===== config.mk =====
export PLATFORM = sky130hd
export DESIGN_NAME = bus_bridge_slave
export DESIGN_NICKNAME = d
export VERILOG_FILES = /design/src/rtl/bus_bridge_slave_pkg.sv /design/src/rtl/bus_bridge_slave_uart.sv /design/src/rtl/bus_bridge_slave.sv
export SDC_FILE = /design/constraint.sdc
export NUM_CORES = 1
export LEC_CHECK = 0
export BUFFER_PORTS_ARGS = -buffer_cell sky130_fd_sc_hd__buf_2
export CORE_MARGIN = 2
export CORE_UTILIZATION = 48
export CTS_BUF_LIST = sky130_fd_sc_hd__clkbuf_2 sky130_fd_sc_hd__clkbuf_4 sky130_fd_sc_hd__clkbuf_8
export DETAILED_ROUTE_END_ITERATION = 16
export GPL_TIMING_DRIVEN = 1
export PLACE_DENSITY_LB_ADDON = 0.25
export SYNTH_ARGS = -nofsm -noshare
export SYNTH_HDL_FRONTEND = slang
export SYNTH_SLANG_ARGS = --single-unit

===== constraint.sdc =====
create_clock -name clk -period 7.05 [get_ports clk]
set_input_delay 0.3525 -clock clk [delete_from_list [all_inputs] [get_ports clk]]
set_output_delay 0.3525 -clock clk [all_outputs]
set_load 0.01 [all_outputs]

===== src/rtl/bus_bridge_slave_pkg.sv =====
// Shared definitions for the bus bridge slave: frame widths, FSM encoding and
// the byte returned when the remote never answers a read.
package bus_bridge_slave_pkg;

    localparam int BB_DATA_WIDTH     = 8;
    localparam int BB_ADDR_WIDTH_DEF = 12;
    localparam int UART_TX_WIDTH     = BB_DATA_WIDTH + BB_ADDR_WIDTH_DEF + 1;
    localparam int UART_RX_WIDTH     = BB_DATA_WIDTH;

    localparam logic [7:0] TIMEOUT_FILL = 8'hFF;

    typedef enum logic [2:0] {
        ST_IDLE,
        ST_ADDR,
        ST_WDATA,
        ST_SEND,
        ST_TXWAIT,
        ST_RWAIT,
        ST_GRANT,
        ST_RDATA
    } bbs_state_t;

endpackage


===== src/rtl/bus_bridge_slave_uart.sv =====
// Fixed-width UART: start bit, TX_WIDTH/RX_WIDTH data bits LSB first, stop bit.
// ready rises after each received byte and falls at the next start bit.
module bus_bridge_slave_uart #(
    parameter int CLOCKS_PER_PULSE = 5208,
    parameter int TX_WIDTH         = 21,
    parameter int RX_WIDTH         = 8
) (
    input  logic                clk,
    input  logic                rstn,
    input  logic [TX_WIDTH-1:0] data_tx,
    input  logic                data_en,
    output logic                tx_busy,
    output logic                u_tx,
    input  logic                u_rx,
    output logic [RX_WIDTH-1:0] data_rx,
    output logic                ready
);
    localparam int TMR_W = $clog2(2 * CLOCKS_PER_PULSE);
    localparam int TXB_W = $clog2(TX_WIDTH + 2);
    localparam int RXB_W = $clog2(RX_WIDTH + 1);
    localparam logic [TMR_W-1:0] BIT_LAST     = TMR_W'(CLOCKS_PER_PULSE - 1);
    localparam logic [TMR_W-1:0] FIRST_SAMPLE = TMR_W'(CLOCKS_PER_PULSE + CLOCKS_PER_PULSE / 2 - 1);

    logic [TX_WIDTH:0]   tx_sh;
    logic [TMR_W-1:0]    tx_tmr;
    logic [TXB_W-1:0]    tx_bits;
    logic                rx_s1, rx_s2, rx_act;
    logic [TMR_W-1:0]    rx_tmr;
    logic [RXB_W-1:0]    rx_bits;
    logic [RX_WIDTH-1:0] rx_sh;

    assign data_rx = rx_sh;

    always_ff @(posedge clk) begin
        if (!rstn) begin
            tx_busy <= 1'b0;
            u_tx    <= 1'b1;
            tx_sh   <= '0;
            tx_tmr  <= '0;
            tx_bits <= '0;
        end else if (!tx_busy) begin
            if (data_en) begin
                tx_busy <= 1'b1;
                u_tx    <= 1'b0;
                tx_sh   <= {1'b1, data_tx};
                tx_tmr  <= BIT_LAST;
                tx_bits <= TXB_W'(TX_WIDTH + 1);
            end
        end else if (tx_tmr == '0) begin
            // Stop bit has already been on the line for a full period when bits hit zero.
            if (tx_bits == '0) begin
                tx_busy <= 1'b0;
            end else begin
                u_tx    <= tx_sh[0];
                tx_sh   <= {1'b0, tx_sh[TX_WIDTH:1]};
                tx_bits <= tx_bits - 1'b1;
                tx_tmr  <= BIT_LAST;
            end
        end else begin
            tx_tmr <= tx_tmr - 1'b1;
        end
    end

    always_ff @(posedge clk) begin
        if (!rstn) begin
            rx_s1   <= 1'b1;
            rx_s2   <= 1'b1;
            rx_act  <= 1'b0;
            rx_tmr  <= '0;
            rx_bits <= '0;
            rx_sh   <= '0;
            ready   <= 1'b0;
        end else begin
            rx_s1 <= u_rx;
            rx_s2 <= rx_s1;
            if (!rx_act) begin
                if (!rx_s2) begin
                    rx_act  <= 1'b1;
                    ready   <= 1'b0;
                    rx_tmr  <= FIRST_SAMPLE;
                    rx_bits <= RXB_W'(RX_WIDTH);
                end
            end else if (rx_tmr == '0) begin
                if (rx_bits == '0) begin
                    rx_act <= 1'b0;
                    ready  <= 1'b1;
                end else begin
                    rx_sh   <= {rx_s2, rx_sh[RX_WIDTH-1:1]};
                    rx_bits <= rx_bits - 1'b1;
                    rx_tmr  <= BIT_LAST;
                end
            end else begin
                rx_tmr <= rx_tmr - 1'b1;
            end
        end
    end

endmodule


===== src/rtl/bus_bridge_slave.sv =====
// Bus slave that forwards serial bus transactions over UART as {mode, data, addr}
// frames; reads are split and answered once the remote reply (or timeout) arrives.
//
// state  | meaning
// IDLE   | ready for a transaction, sready=1
// ADDR   | shifting address bits
// WDATA  | shifting write data bits
// SEND   | one-cycle UART load
// TXWAIT | UART frame in flight
// RWAIT  | split, waiting for reply or timeout
// GRANT  | split, waiting for split_grant
// RDATA  | shifting read byte out on srdata
module bus_bridge_slave
    import bus_bridge_slave_pkg::*;
#(
    parameter int DATA_WIDTH            = BB_DATA_WIDTH,
    parameter int BB_ADDR_WIDTH         = BB_ADDR_WIDTH_DEF,
    parameter int UART_CLOCKS_PER_PULSE = 5208,
    parameter int RESP_TIMEOUT          = 1000000
) (
    input  logic clk,
    input  logic rstn,
    input  logic swdata,
    input  logic smode,
    input  logic mvalid,
    output logic srdata,
    output logic svalid,
    output logic sready,
    output logic ssplit,
    input  logic split_grant,
    output logic u_tx,
    input  logic u_rx
);
    localparam int TX_W    = DATA_WIDTH + BB_ADDR_WIDTH + 1;
    localparam int CNT_MAX = (BB_ADDR_WIDTH > DATA_WIDTH) ? BB_ADDR_WIDTH : DATA_WIDTH;
    localparam int CNT_W   = $clog2(CNT_MAX + 1);
    localparam int TMO_W   = $clog2(RESP_TIMEOUT + 1);
    localparam logic [CNT_W-1:0] ADDR_LAST = CNT_W'(BB_ADDR_WIDTH - 1);
    localparam logic [CNT_W-1:0] DATA_LAST = CNT_W'(DATA_WIDTH - 1);
    localparam logic [TMO_W-1:0] TMO_LAST  = TMO_W'(RESP_TIMEOUT - 1);

    bbs_state_t               state, state_d;
    logic                     mode_r;
    logic [BB_ADDR_WIDTH-1:0] addr_sh;
    logic [DATA_WIDTH-1:0]    data_sh;
    logic [DATA_WIDTH-1:0]    rd_sh;
    logic [CNT_W-1:0]         bit_cnt;
    logic [TMO_W-1:0]         tmo_cnt;
    logic                     busy_seen;
    logic                     rdy_q;
    logic                     data_en;
    logic                     tx_busy;
    logic                     u_ready;
    logic [DATA_WIDTH-1:0]    u_rx_data;
    logic [TX_W-1:0]          frame;
    logic                     rx_edge;

    assign frame   = {mode_r, (mode_r ? data_sh : {DATA_WIDTH{1'b0}}), addr_sh};
    assign rx_edge = u_ready & ~rdy_q;

    assign sready = (state == ST_IDLE);
    assign ssplit = (state == ST_RWAIT) || (state == ST_GRANT);
    assign svalid = (state == ST_RDATA);
    assign srdata = svalid & rd_sh[0];

    bus_bridge_slave_uart #(
        .CLOCKS_PER_PULSE (UART_CLOCKS_PER_PULSE),
        .TX_WIDTH         (TX_W),
        .RX_WIDTH         (DATA_WIDTH)
    ) u_uart (
        .clk     (clk),
        .rstn    (rstn),
        .data_tx (frame),
        .data_en (data_en),
        .tx_busy (tx_busy),
        .u_tx    (u_tx),
        .u_rx    (u_rx),
        .data_rx (u_rx_data),
        .ready   (u_ready)
    );

    always_comb begin
        state_d = state;
        data_en = 1'b0;
        case (state)
            ST_IDLE:   if (mvalid) state_d = ST_ADDR;
            ST_ADDR:   if (mvalid && bit_cnt == ADDR_LAST) state_d = mode_r ? ST_WDATA : ST_SEND;
            ST_WDATA:  if (mvalid && bit_cnt == DATA_LAST) state_d = ST_SEND;
            ST_SEND: begin
                data_en = 1'b1;
                state_d = ST_TXWAIT;
            end
            ST_TXWAIT: if (busy_seen && !tx_busy) state_d = mode_r ? ST_IDLE : ST_RWAIT;
            ST_RWAIT:  if (rx_edge || tmo_cnt == TMO_LAST) state_d = ST_GRANT;
            ST_GRANT:  if (split_grant) state_d = ST_RDATA;
            ST_RDATA:  if (bit_cnt == DATA_LAST) state_d = ST_IDLE;
            default:   state_d = ST_IDLE;
        endcase
    end

    always_ff @(posedge clk) begin
        if (!rstn) begin
            state     <= ST_IDLE;
            mode_r    <= 1'b0;
            addr_sh   <= '0;
            data_sh   <= '0;
            rd_sh     <= '0;
            bit_cnt   <= '0;
            tmo_cnt   <= '0;
            busy_seen <= 1'b0;
            rdy_q     <= 1'b0;
        end else begin
            state <= state_d;
            rdy_q <= u_ready;
            case (state)
                ST_IDLE: if (mvalid) begin
                    mode_r  <= smode;
                    addr_sh <= {swdata, addr_sh[BB_ADDR_WIDTH-1:1]};
                    bit_cnt <= CNT_W'(1);
                end
                ST_ADDR: if (mvalid) begin
                    addr_sh <= {swdata, addr_sh[BB_ADDR_WIDTH-1:1]};
                    bit_cnt <= (bit_cnt == ADDR_LAST) ? '0 : bit_cnt + 1'b1;
                end
                ST_WDATA: if (mvalid) begin
                    data_sh <= {swdata, data_sh[DATA_WIDTH-1:1]};
                    bit_cnt <= (bit_cnt == DATA_LAST) ? '0 : bit_cnt + 1'b1;
                end
                ST_SEND: busy_seen <= 1'b0;
                ST_TXWAIT: begin
                    if (tx_busy) busy_seen <= 1'b1;
                    tmo_cnt <= '0;
                end
                // A reply on the timeout cycle takes priority over the fill byte.
                ST_RWAIT: begin
                    if (rx_edge) rd_sh <= u_rx_data;
                    else if (tmo_cnt == TMO_LAST) rd_sh <= DATA_WIDTH'(TIMEOUT_FILL);
                    if (tmo_cnt != TMO_LAST) tmo_cnt <= tmo_cnt + 1'b1;
                end
                ST_RDATA: begin
                    rd_sh   <= {1'b0, rd_sh[DATA_WIDTH-1:1]};
                    bit_cnt <= (bit_cnt == DATA_LAST) ? '0 : bit_cnt + 1'b1;
                end
                default: ;
            endcase
        end
    end

endmodule


Word-level counts from Yosys, hierarchy flattened
Cells that the tools add are included.
{"block": "totals", "out_inout_bits": 5, "word_cells": 154, "register_bits": 131}
{"block": "op_classes", "n_reduce_logical": 31, "muxes": 61, "n_bitwise": 4, "n_addsub": 6, "eq_ne": 31}
{"operator": "2-to-1 mux 14 bit", "n": 8}
{"operator": "2-to-1 mux 22 bit", "n": 4}
{"operator": "one-hot mux 20 bit (2 select lines)", "n": 1}
{"operator": "2-to-1 mux 4 bit", "n": 9}
{"operator": "logical NOT 14 bit", "n": 2}
{"operator": "subtractor 14 x 1 -> 14 bit (second input constant)", "n": 2}
{"operator": "!= test 2 bit (second input constant)", "n": 13}
{"operator": "2-to-1 mux 3 bit", "n": 8}
{"operator": "2-to-1 mux 8 bit", "n": 3}
{"operator": "one-hot mux 3 bit (8 select lines)", "n": 1}
{"operator": "adder 20 x 1 -> 20 bit (second input constant)", "n": 1}
{"operator": "== test 20 bit (second input constant)", "n": 1}
{"operator": "2-to-1 mux 20 bit", "n": 1}
{"operator": "2-to-1 mux 5 bit", "n": 4}
{"operator": "!= test 20 bit (second input constant)", "n": 1}
{"operator": "2-to-1 mux 1 bit", "n": 19}
{"operator": "one-hot mux 4 bit (4 select lines)", "n": 1}
{"operator": "one-hot mux 8 bit (2 select lines)", "n": 1}
{"operator": "AND reduction 2 bit", "n": 8}
{"operator": "== test 3 bit (second input constant)", "n": 4}
{"operator": "AND reduction 3 bit", "n": 4}
{"operator": "!= test 2 x 1 -> 1 bit (second input constant)", "n": 4}
{"operator": "nonzero test 2 bit", "n": 4}
{"operator": "AND reduction 7 bit", "n": 1}
{"operator": "other kinds (21)", "n": 28}

Logic depth before layout (Yosys ltp)
{"block": "logic_depth", "word_depth": 5, "ltp_mapped": 10, "ltp_nobuf": 7}

Hierarchy
A second synthesis with hierarchy kept.
{"block": "unflattened", "cells_unflattened": 786, "area_unflattened_um2": 6902.9}
{"module": "bus_bridge_slave_uart", "area_per_inst_um2": 3896.2, "instances": 1, "cells_each": 438, "seq_area_each_um2": 1461.4}
{"module": "bus_bridge_slave", "area_per_inst_um2": 3006.6, "instances": 1, "cells_each": 348, "seq_area_each_um2": 1161.1}

Least setup slack after synthesis
Ideal clock, no wire load.
{"block": "synth_timing", "kind": "register to register", "from": "register u_uart.tx_tmr[0]", "to": "register u_uart.tx_sh[12]", "t_arrival_ns": 2.071, "setup_slack_ns": 4.844, "path_buffers": 2, "setup_time_ns": 0.136, "stages_incl_launch_ff": 10, "required_ns": 6.914, "cell_sequence": "dfxtp_1 -> inv_1 -> ha_1 -> or4b_1 -> clkbuf_1 -> or3_1 -> or2_2 -> clkbuf_1 -> nand3_1 -> a31oi_1"}
{"block": "synth_via", "elab_chain_cells": 3}
{"item": "start, declared", "line_no": "bus_bridge_slave_uart.sv:25", "source": "logic [TMR_W-1:0] tx_tmr;"}
{"item": "start signal, assigned", "line_no": "bus_bridge_slave_uart.sv:60", "source": "tx_tmr <= tx_tmr - 1'b1;"}
{"item": "logical NOT 14 bit", "line_no": "bus_bridge_slave_uart.sv:49", "source": "end else if (tx_tmr == '0) begin"}
{"item": "!= test 2 bit (no source line)"}
{"item": "AND reduction 3 bit (no source line)"}
{"item": "end signal, assigned", "line_no": "bus_bridge_slave_uart.sv:45", "source": "tx_sh <= {1'b1, data_tx};"}
{"item": "end signal, assigned", "line_no": "bus_bridge_slave_uart.sv:55", "source": "tx_sh <= {1'b0, tx_sh[TX_WIDTH:1]};"}
{"item": "end, declared", "line_no": "bus_bridge_slave_uart.sv:24", "source": "logic [TX_WIDTH:0] tx_sh;"}
No other way between the ends.
A chain may end at the register's enable or synchronous reset.

Final worst setup path
{"block": "layout_timing", "from": "register u_uart.rx_tmr[0]", "to": "register u_uart.rx_bits[1]"}
{"block": "layout_via", "elab_chain_cells": 3}
{"item": "start, declared", "line_no": "bus_bridge_slave_uart.sv:28", "source": "logic [TMR_W-1:0] rx_tmr;"}
{"item": "start signal, assigned", "line_no": "bus_bridge_slave_uart.sv:93", "source": "rx_tmr <= rx_tmr - 1'b1;"}
{"item": "logical NOT 14 bit", "line_no": "bus_bridge_slave_uart.sv:83", "source": "end else if (rx_tmr == '0) begin"}
{"item": "!= test 2 bit (no source line)"}
{"item": "AND reduction 3 bit (no source line)"}
{"item": "end signal, assigned", "line_no": "bus_bridge_slave_uart.sv:81", "source": "rx_bits <= RXB_W'(RX_WIDTH);"}
{"item": "end signal, assigned", "line_no": "bus_bridge_slave_uart.sv:89", "source": "rx_bits <= rx_bits - 1'b1;"}
{"item": "end, declared", "line_no": "bus_bridge_slave_uart.sv:29", "source": "logic [RXB_W-1:0] rx_bits;"}
No other way between the ends.

==> metrics.csv <==
stage;metric;value;unit
outcome;status;completed;
global_route;grt_start_max_net_pins;62;
critical_path;arrival;3.46;ns
global_route;grt_use_total;0.201;
drt;drt_iter0_markers;417;
floorplan;die_w;119;µm
drt;wirelength;13600;µm
drt;vias;5444;
clock_network;post_cts_resized;0;
drt;via_per_inst;5.95;
cells_and_area;nFillCells;1242;
critical_path;cp-start-kind;flop;
placement;port-buffer-count;11;
clock_network;cts_buffers;17;
power;peakVddDrop;0.131;mV
critical_path;end_kind;flop;
power;power_density;223;mW/mm²
cells_and_area;multiInputGateArea;0.00343;mm²
critical_path;path_max_fanout;16;
clock_network;hold_buffers;0;
floorplan;row_count;42;
timing;period_needed;3.08;ns
clock_network;tritoncts;yes;
yosys;yosysSeqAreaShare;0.410;
drt;drt-wirelength-per-cell;14.9;µm
power;p_leak;0.00219;µW
timing;finalSetupViolCount;0;
drt;drc;0;
yosys;synth_top_area_frac;0.410;
clock_network;post_cts_buffers;0;
clock_network;htree_num_levels;4;
clock_network;cts_buffer_depth;2;
cells_and_area;drive_gt1_frac;0.123;
yosys;async_flop_share;0;
cells_and_area;area_delta_synth_final;6.83;%
yosys;synth-edff-count;0;
cells_and_area;seq_area;0.00262;mm²
floorplan;core-area;0.0131;mm²
yosys;ys_types;76;
yosys;synth_top_cell_by_area;dfxtp_1;
timing;max_freq;325;MHz
drt;first_pass_iters;4;
worst_hold_path;hold_path.class;input pin to flop;
cells_and_area;fin_nets;740;
timing;rsz0062_at_grt;no;
clock_network;clk_latency;0.45;ns
yosys;yosysWarnings;0;
timing;hold_violations;0;
yosys;synth.most_common_cell;dfxtp_1;
clock_network;clk_pin_slew;0.07;ns
placement;place_area;0.00643;mm²
timing;worst_pin_slew;0.871;ns
cells_and_area;antenna_cells;0;
timing;fin_crit_sh;0.437;
critical_path;crit_type;flop to flop;
clock_network;cts_root_buffer;clkbuf_8;
cells_and_area;fin_area;0.00683;mm²
global_route;grt_pass1_wl;23600;µm
timing;slew_headroom;0.419;
global_route;grt_overflow;0;
cells_and_area;fin_util;0.520;
yosys;syn-num-nets;755;
floorplan;dieArea;0.0143;mm²
global_route;antenna_found_initial;0;
placement;gp_congestion;0.857;
yosys;yosys-top-cells-count;dfxtp_1, a21oi_1, nor2_1, nand2_1, o21ai_0;
timing;clock_skew;0.0134;ns
floorplan;die_y;119;µm
timing;holdWs;0.0888;ns
floorplan;ioPinCount;12;
yosys;syn_area;0.00639;mm²
yosys;postSynthAreaPerCell;8.63;µm²
yosys;synth.top_cells.by_area;dfxtp_1, a21oi_1, mux2i_1, nor2_1, nand2_1;
drt;ant_nets;0;
global_route;grt_pass1_vias;5074;
critical_path;cp.required;7.43;ns
yosys;ys_ff_latch;131;
clock_network;clock-sinks;131;
job;cap_violations;0;
placement;hpwl;8920;µm
yosys;syn_inst;741;
timing;tns;0;ns
yosys;synthFlopType;dfxtp_1;
floorplan;initial_utilization;0.487;
timing;maxSlewViolCount;0;
-- area by class of cell --
type / instances / area share
Inverter: 19 / 0.0104
Tap cell: 176 / 0.0322
Timing Repair Buffer: 16 / 0.0136
Clock inverter: 13 / 0.0198
Sequential cell: 131 / 0.384
Clock buffer: 19 / 0.0383
Multi-Input combinational cell: 541 / 0.502
-- path summary, 6_finish.rpt --
path	start	end	slack (ns)	cells after the start
max	u_uart.rx_tmr[0]$_SDFFE_PN0P_	u_uart.rx_bits[1]$_SDFFE_PN0P_	3.97	7
min	u_rx	u_uart.rx_s1$_SDFF_PN1_	0.09	2
max reg2reg	u_uart.rx_tmr[0]$_SDFFE_PN0P_	u_uart.rx_bits[1]$_SDFFE_PN0P_	3.97	7
min reg2reg	u_uart.rx_s1$_SDFF_PN1_	u_uart.rx_s2$_SDFF_PN1_	0.42	1
-- registers in the layout (all words and copies together), names as in the netlist, 3 cells and up --
register and count:
u_uart.data_rx 8, u_uart.tx_sh 22, tmo_cnt 20, u_uart.rx_bits 4
u_uart.rx_tmr 14, u_uart.tx_tmr 14, rd_sh 8, state 3
bit_cnt 4, addr_sh 12, u_uart.tx_bits 5, data_sh 8
-- critical path: stages, from the launching register on --
cell and delay, ns:
dfxtp_1 0.34, inv_1 0.07, ha_1 0.16, nor4b_1 0.53, nand4_1 0.67, nor2_1 0.76
mux2_2 0.41, nor2_1 0.08
-- stage by stage --
step,power (µW),instances,worst slack (ns)
after floorplan,880,741,4.84
after global placement,905,883,4.16
after detailed placement,909,883,4.03
after CTS,1540,915,4.00
after global routing,1590,915,3.62
final,1520,915,3.97
-- where the power goes --
part | internal [µW] | switching (µW) | total (µW)
clock | 330 | 301 | 631
combinational | 41.6 | 80.9 | 123
sequential | 753 | 18.2 | 771
total | 1120 | 400 | 1520
-- cells by family after synthesis --
| kind of cell | count (synthesis) | synth area share |
|---|---|---|
| AO/OA/AOI/OAI | 206 | 0.215 |
| XOR/XNOR | 7 | 0.00959 |
| adder cells (fa/ha/maj) | 7 | 0.0137 |
| buffers and inverters | 69 | 0.0540 |
| flip-flops | 131 | 0.410 |
| multiplexers | 37 | 0.0585 |
| AND/OR/NAND/NOR | 284 | 0.239 |
-- layout by cell type, fill, tap and decap left out, types with 8 or more instances in the layout --
cell and count:
a211oi_1 12, nand4_1 19, a21oi_1 69, o21ai_0 35
nand3_1 30, mux2i_1 34, a22oi_1 10, clkbuf_8 19
o211ai_1 8, nor2_1 63, nor3_1 20, or4_1 16
o31ai_1 13, or3_2 8, dfxtp_1 130, nand2_1 61
inv_1 17, a31oi_1 10, or3_1 11, buf_2 11
-- routing by layer --
| metal | vias to the layer above | global-route usage | wire length (µm) |
|---|---|---|---|
| li1 | 2729 | - | - |
| met1 | 2600 | 0.257 | 6490 |
| met2 | 95 | 0.328 | 6390 |
| met3 | 20 | 0.0484 | 509 |
| met4 | 0 | 0.0824 | 248 |
| met5 | - | 0 | 0 |
Power figures use the tool's default switching activity.
